## src/rtl/exec_sequencer.sv

```systemverilog
// Four-phase instruction sequencer (FETCH/DECODE/EXEC/WB) driving ROM, accumulator and register strobes.
// Define SEQ_JUMP_EN to enable JMP (opcode 4'b1110); otherwise JMP executes as NOP.
module exec_sequencer #(
    parameter int PROG_LEN = 16
) (
    input  logic        clk,
    input  logic        rstn,
    input  logic        run,
    input  logic        step_req,
    input  logic [15:0] cell_data,
    output logic [4:0]  prog_cnt,
    output logic        rom_oe,
    output logic [15:0] ir,
    output logic        load_en,
    output logic        store_en,
    output logic        R0_ce,
    output logic        R1_ce,
    output logic        R0_oe,
    output logic        R1_oe,
    output logic        acu_we,
    output logic        halted,
    output logic        err,
    output logic [2:0]  state_dbg
);

    typedef enum logic [2:0] {
        S_IDLE   = 3'd0,
        S_FETCH  = 3'd1,
        S_DECODE = 3'd2,
        S_EXEC   = 3'd3,
        S_WB     = 3'd4,
        S_HALT   = 3'd5
    } state_t;

    localparam logic [3:0]  OP_LD   = 4'b1010;
    localparam logic [3:0]  OP_ST   = 4'b1011;
    localparam logic [3:0]  OP_NOP  = 4'b1100;
    localparam logic [3:0]  OP_JMP  = 4'b1110;
    localparam logic [3:0]  OP_HALT = 4'b1111;
    localparam logic [15:0] IR_NOP  = 16'h0C00;
    localparam logic [4:0]  PC_LAST = 5'(PROG_LEN - 1);

    state_t     state, state_nxt;
    logic [3:0] opcode;
    logic       is_alu;
    logic       st_bad;
    logic       jmp_err;
    logic [4:0] pc_inc;
    logic [4:0] pc_nxt;

    assign opcode = ir[11:8];
    assign is_alu = !(opcode inside {OP_LD, OP_ST, OP_NOP, OP_JMP, OP_HALT});
    // A store must select exactly one register; 00 and 11 are flagged, not executed.
    assign st_bad = (opcode == OP_ST) && (ir[13] == ir[12]);
    assign pc_inc = (prog_cnt == PC_LAST) ? 5'd0 : prog_cnt + 5'd1;

`ifdef SEQ_JUMP_EN
    logic jmp_ok;
    assign jmp_ok  = 32'(ir[4:0]) < PROG_LEN;
    assign jmp_err = (opcode == OP_JMP) && !jmp_ok;
    assign pc_nxt  = (opcode != OP_JMP) ? pc_inc : (jmp_ok ? ir[4:0] : 5'd0);
`else
    assign jmp_err = 1'b0;
    assign pc_nxt  = pc_inc;
`endif

    // NOTE: sequential state uses non-blocking assignments so every register samples pre-edge values.
    always_ff @(posedge clk or negedge rstn) begin
        if (!rstn) begin
            state    <= S_IDLE;
            ir       <= IR_NOP;
            prog_cnt <= 5'd0;
            err      <= 1'b0;
        end else begin
            state <= state_nxt;
            if (state == S_FETCH) begin
                ir <= cell_data;
            end
            if (state == S_WB) begin
                prog_cnt <= pc_nxt;
                if (st_bad || jmp_err) begin
                    err <= 1'b1;
                end
            end
        end
    end

    // NOTE: every output of this block gets a default first, so no path can infer a latch.
    always_comb begin
        state_nxt = S_IDLE;
        rom_oe    = 1'b0;
        load_en   = 1'b0;
        store_en  = 1'b0;
        R0_ce     = 1'b0;
        R1_ce     = 1'b0;
        R0_oe     = 1'b0;
        R1_oe     = 1'b0;
        acu_we    = 1'b0;
        case (state)
            S_IDLE:   state_nxt = (run || step_req) ? S_FETCH : S_IDLE;
            S_FETCH: begin
                rom_oe    = 1'b1;
                state_nxt = S_DECODE;
            end
            S_DECODE: state_nxt = (opcode == OP_HALT) ? S_HALT : S_EXEC;
            S_EXEC: begin
                acu_we    = !(opcode inside {OP_NOP, OP_ST, OP_JMP});
                load_en   = (opcode == OP_LD);
                R0_oe     = is_alu && ir[12];
                R1_oe     = is_alu && ir[13];
                state_nxt = S_WB;
            end
            S_WB: begin
                store_en  = (opcode == OP_ST) && !st_bad;
                R0_ce     = store_en && ir[12];
                R1_ce     = store_en && ir[13];
                state_nxt = run ? S_FETCH : S_IDLE;
            end
            S_HALT:   state_nxt = S_HALT;
            default:  state_nxt = S_IDLE;
        endcase
    end

    assign halted    = (state == S_HALT);
    assign state_dbg = state;

endmodule

```

## config.mk

```make
export PLATFORM = sky130hd
export DESIGN_NAME = exec_sequencer
export DESIGN_NICKNAME = d
export VERILOG_FILES = /design/src/rtl/exec_sequencer.sv
export SDC_FILE = /design/constraint.sdc
export NUM_CORES = 1
export LEC_CHECK = 0
export ABC_AREA = 0
export ABC_CLOCK_PERIOD_IN_PS = 1650
export CORE_UTILIZATION = 40
export CTS_CLUSTER_SIZE = 16
export DETAILED_ROUTE_END_ITERATION = 8
export PLACE_DENSITY_LB_ADDON = 0.3
export SLEW_MARGIN = 40
export SYNTH_ARGS = -nofsm -noshare
export SYNTH_HDL_FRONTEND = slang
export SYNTH_SLANG_ARGS = --single-unit
```

## constraint.sdc

```tcl
create_clock -name clk -period 1.65 [get_ports clk]
set_input_delay 0.33 -clock clk [delete_from_list [all_inputs] [get_ports clk]]
set_output_delay 0.33 -clock clk [all_outputs]
set_load 0.005 [all_outputs]
```

## Word level (Yosys, flattened, before mapping)

Cells that the tools add are included.

- Add/subtract/negate cells: 1
- Equal/unequal tests: 12
- Multiplexer cells: 13
- Reductions and logical operators: 14

Operators by type and width:

| kind | count |
|---|---|
| == test 4 bit, second input constant | 5 |
| one-hot mux 3 bit (6 select lines) | 1 |
| 2-to-1 mux 1 bit | 10 |
| == test 3 x 2 -> 1 bit, second input constant | 2 |
| == test 3 bit, second input constant | 2 |
| logical AND 1 bit | 6 |
| adder 5 x 1 -> 5 bit, second input constant | 1 |
| == test 5 x 4 -> 1 bit, second input constant | 1 |
| 2-to-1 mux 5 bit | 1 |
| nonzero test 5 bit | 1 |
| == test 3 x 1 -> 1 bit, second input constant | 1 |
| logical NOT 1 bit | 3 |
| logical NOT 3 bit | 1 |
| 2-to-1 mux 3 bit | 1 |
| nonzero test 3 bit | 1 |
| AND reduction 2 bit | 1 |
| == test 1 bit | 1 |
| logical OR 1 bit | 1 |

- Register bits after elaboration: 25
- Input port bits: 20
- Output and inout port bits: 34
- Logic and storage cells: 44

## Logic depth before layout (Yosys ltp)

- Depth in word-level cells: 6
- Gate-level depth with buffers: 5
- Depth with buffers taken out: 4

## Least setup slack after synthesis

Ideal clock, no wire load.

- Path type: register to output
- Start: register state[2], in the netlist state_dbg[2]
- End: output port R1_ce
- Arrival: 1,143 ps
- Slack: 177 ps
- Stages on the path, launching flop included: 4
- Buffers on the path: 0
- Cell sequence: dfrtp_1 -> nor3b_2 -> nand2_2 -> nor3b_2

- Word-level cells in the longest chain between the ends: 2

RTL lines:

| what | RTL line | RTL |
|---|---|---|
| start, declared | 43 | `state_t state, state_nxt;` |
| start signal, assigned | 75 | `state <= state_nxt;` |
| == test 3 bit | 99 | `case (state)` |
| 2-to-1 mux 1 bit | 99 |  |
| end, declared | 17 | `output logic R1_ce,` |

No other way between the ends.

## Worst setup path after layout

- Start: register ir[11]
- End: output port R1_ce

- Word-level cells in the longest chain between the ends: 6

RTL lines:

| what | RTL line | RTL |
|---|---|---|
| start, declared | 13 | `output logic [15:0] ir,` |
| start signal, assigned | 77 | `ir <= cell_data;` |
| == test 4 bit * | 54, 114 |  |
| logical AND 1 bit | 54 | `assign st_bad = (opcode == OP_ST) && (ir[13] == ir[12]);` |
| logical NOT 1 bit | 114 | `store_en = (opcode == OP_ST) && !st_bad;` |
| logical AND 1 bit * | 114 |  |
| logical AND 1 bit * | 116 | `R1_ce = store_en && ir[13];` |
| 2-to-1 mux 1 bit * | 99 |  |

Every way passes the cells marked *; elsewhere a longest branch is shown, timed or not.

==> impl_results.md <==
* CP Capture Point: R1_ce
* Number of antenna violations at the first check in global routing at 0
* Proportion of layout cells with a drive suffix above 1 at 41.3%
* Critical path type: register to primary output
* Cell area after synthesis at approximately 1200 µm²
* Non-filler cells in the finished layout at 198
* Mean area per synthesized cell at 13.6 µm²
* Level count of the clock H-tree at 1
* Root Buffer Master: sky130_fd_sc_hd__clkbuf_4
* Portion of the post-synthesis area used by sequential elements at 53.7%
* Post-synth EDFFs at 0
* Critical-path maximum fanout at 3
* Number of remaining DRC errors at 0
* Total setup violations reported at the end of the flow at 9
* Synth Flop Type: sky130_fd_sc_hd__dfrtp_1
* Full die area at 3140 µm²
* Number of sinks handled by clock tree synthesis at 25
* Weighted congestion reported at the end of routability-driven placement at ~0.79
* Total Nets Final at 189
* Hold-fix buffers at CTS at 0
* Register bit total from synthesis at 25
* Reg2Reg Setup Slack at 0.08 ns
* Max Clock Skew at a little over 0.009 ns
* DRT iter0 DRCs at 7
* Reported net switching power at 1.19 mW
* Signed area change from the synthesized netlist to the final layout at 67.3%
* Hold WC Path Type: primary input to asynchronous set/reset pin
* Max-slew headroom at 79.0%
* Combinational Power Share at 60.2%
* Most common cell after layout, fill and taps aside: sky130_fd_sc_hd__clkdlybuf4s50_1
* Ys async rst share at 100%
* Critical Path Sink Type: primary output
* Placed inst area at approximately 1800 µm²
* CP required at 1.32 ns
* DIE WIDTH at 56.1 µm
* Detail Placement HPWL at 2010 µm
* Pre-Repair DR Iteration Count at 2
* Maximum clock insertion buffer count at 2
* Leakage Power at 0.883 nW
* Final count of hold timing violations at 0
* Origin of the critical flop-to-flop path: state_dbg[2]
* Slew @ Worst Pin at 0.315 ns
* Switching part of the total at 33.3%
* Routed WL per cell at around 15 µm
* CTS tree: built
* RSZ-0062 raised after global routing: true
* Fmax at between 500 and 600 MHz
* Pint at about 2.4 mW
* Total clock buffers created by CTS at 3
* Number of instances in the synthesized netlist at between 80 and 90
* Overall die height at 56.1 µm
* Remaining global-route overflow at 0
* Cell Count Post-Placement at about 180
* Drt via density at between 5 and 6
* Endpoint of the worst register-to-register path: ir[5]
* Crit path DAT at 1.53 ns
* Vias in the first global route at 1,017
* Core utilization of the finished layout at 70.9%
* Relative contribution of sequential cells to total power at between 30% and 40%
* Origin of the worst setup path: ir[11]
* Violations in the final reports: setup timing
* Max-cap viol count at 0
* Fillers at approximately 210
* Clock power share at around 7.5%
* Row Count at 19
* Power density normalized to cell area at around 1800 nW/µm²
* Total routed wirelength at 2990 µm
* Total negative setup slack at -1.21 ns
* Cell area after layout at 1960 µm²
* Ant diodes at 0
* Peak supply drop at 1270 µV
* First-pass GRT wire length at ~4700 µm
* PnR worst setup slack at -0.209 ns
* Post-synthesis cell type count at 33
* Commonest cells after routing, fill and taps aside: sky130_fd_sc_hd__clkdlybuf4s50_1 (38), sky130_fd_sc_hd__buf_4 (22), sky130_fd_sc_hd__dfrtp_1 (21)
* Synthesis Warnings at 0
* Startpoint type of the worst setup path: register
* Clock insertion delay at the later pin of the skew report at 0.31 ns
* Initial Util at between 40% and 50%
* Total global routing track utilization at 18.6%
* Port Buf Inserts at 53
* Result of the run: complete, but fails checks
* Largest net degree at the start of global routing at 26
* Min cycle time layout at 1.86 ns
* Synthesized netlist net count at 107
* Worst reg-to-reg path cell count at 5
* DR vias at around 1,000
* Number of max-slew violations in the final report at 0
* I/O pin total at 54
* Final cycle utilization of the critical path at 113%
* DRT antenna net count at 0
* Clock-pin slew on the worst setup and hold paths at 0.14 ns
* Std-Cell Core Area at 2760 µm²
==> cell type report <==
cell class | instances | area, µm² | area share [%]
clock buffer | 3 | 22.5 | 1.15
clock inverter | 1 | 5.00 | 0.256
inverter | 4 | 15.0 | 0.768
multi-input combinational | 55 | 544 | 27.8
sequential | 25 | 631 | 32.2
tap | 31 | 38.8 | 1.98
timing repair buffer | 79 | 699 | 35.8
==> power by group through the flow <==
stage	combinational (mW)	clock [mW]	sequential (mW)
global route	2.29	0.301	1.20
CTS	1.92	0.285	1.17
global placement	1.79	0	1.15
detailed placement	1.83	0	1.18
floorplan	0.778	0	1.22
finish	2.15	0.270	1.16
==> cells in the mapped netlist, drive strengths merged (2+ instances only) <==
master / instances / area (µm²)
dfstp: 2 / 52.6
xnor2: 2 / 17.5
o21ai: 2 / 10.0
mux2: 17 / 214
nand2b: 2 / 12.5
buf: 2 / 31.3
inv: 4 / 15.0
o21bai: 2 / 15.0
dfrtp: 23 / 576
and3: 3 / 18.8
a41oi: 2 / 17.5
nand2: 6 / 25.0
nor3b: 4 / 50.1
==> flip-flops by register name (all words and copies together), names as in the netlist <==
register / count
prog_cnt: 5
err: 1
ir: 16
state_dbg: 3
==> worst min path at each step <==
stage | startpoint | end | slack (ns)
after floorplan | rstn | err | 0.03
after global placement | err | err | 0.45
after detailed placement | err | err | 0.47
after CTS | rstn | prog_cnt[0] | 0.36
after global routing | rstn | prog_cnt[3] | 0.38
final | rstn | prog_cnt[1] | 0.36
==> through the flow <==
| step | setup WS [ns] | total power [mW] | hold slack (ns) |
|---|---|---|---|
| finish | -0.209 | 3.57 | 0.357 |
| global placement | -0.208 | 2.94 | 0.450 |
| global route | -0.281 | 3.79 | 0.379 |
| floorplan | 0.177 | 2.00 | 0.0344 |
| detailed placement | -0.257 | 3.01 | 0.468 |
| CTS | -0.184 | 3.37 | 0.357 |
==> repair_timing <==
action                     4_1_cts  5_1_grt
pin swaps                        4        2
setup endpoints to repair       18       22
cloned                           0        0
buffers inserted                 7        5
resized for setup               49       12
==> routing by layer <==
metal | part of all wire [%] | GRT usage, % | vias to the layer above
met4 | 1.4 | 4.53 | 0
met5 | 0 | 0 | -
met2 | 55 | 35.0 | 28
met3 | 4.0 | 3.26 | 4
li1 | - | - | 473
met1 | 39 | 21.7 | 495
==> critical path, cell delays in order, from the launching register on <==
cell	delay, ns
sky130_fd_sc_hd__dfstp_2	0.56
sky130_fd_sc_hd__and4b_1	0.24
sky130_fd_sc_hd__nand2_2	0.10
sky130_fd_sc_hd__nor3b_2	0.18
sky130_fd_sc_hd__buf_2	0.14
==> cell families (layout without fill, tap and decap cells) <==
logic type	after synthesis	after routing	synth area share (%)
xor+xnor	2	2	1.50
simple gates	23	23	13.9
mux	17	17	18.3
compound gates	12	12	7.49
flops	25	25	53.7
buf+inv	6	87	3.96
fa+ha+maj	1	1	1.07
Power figures use the tool's default switching activity.
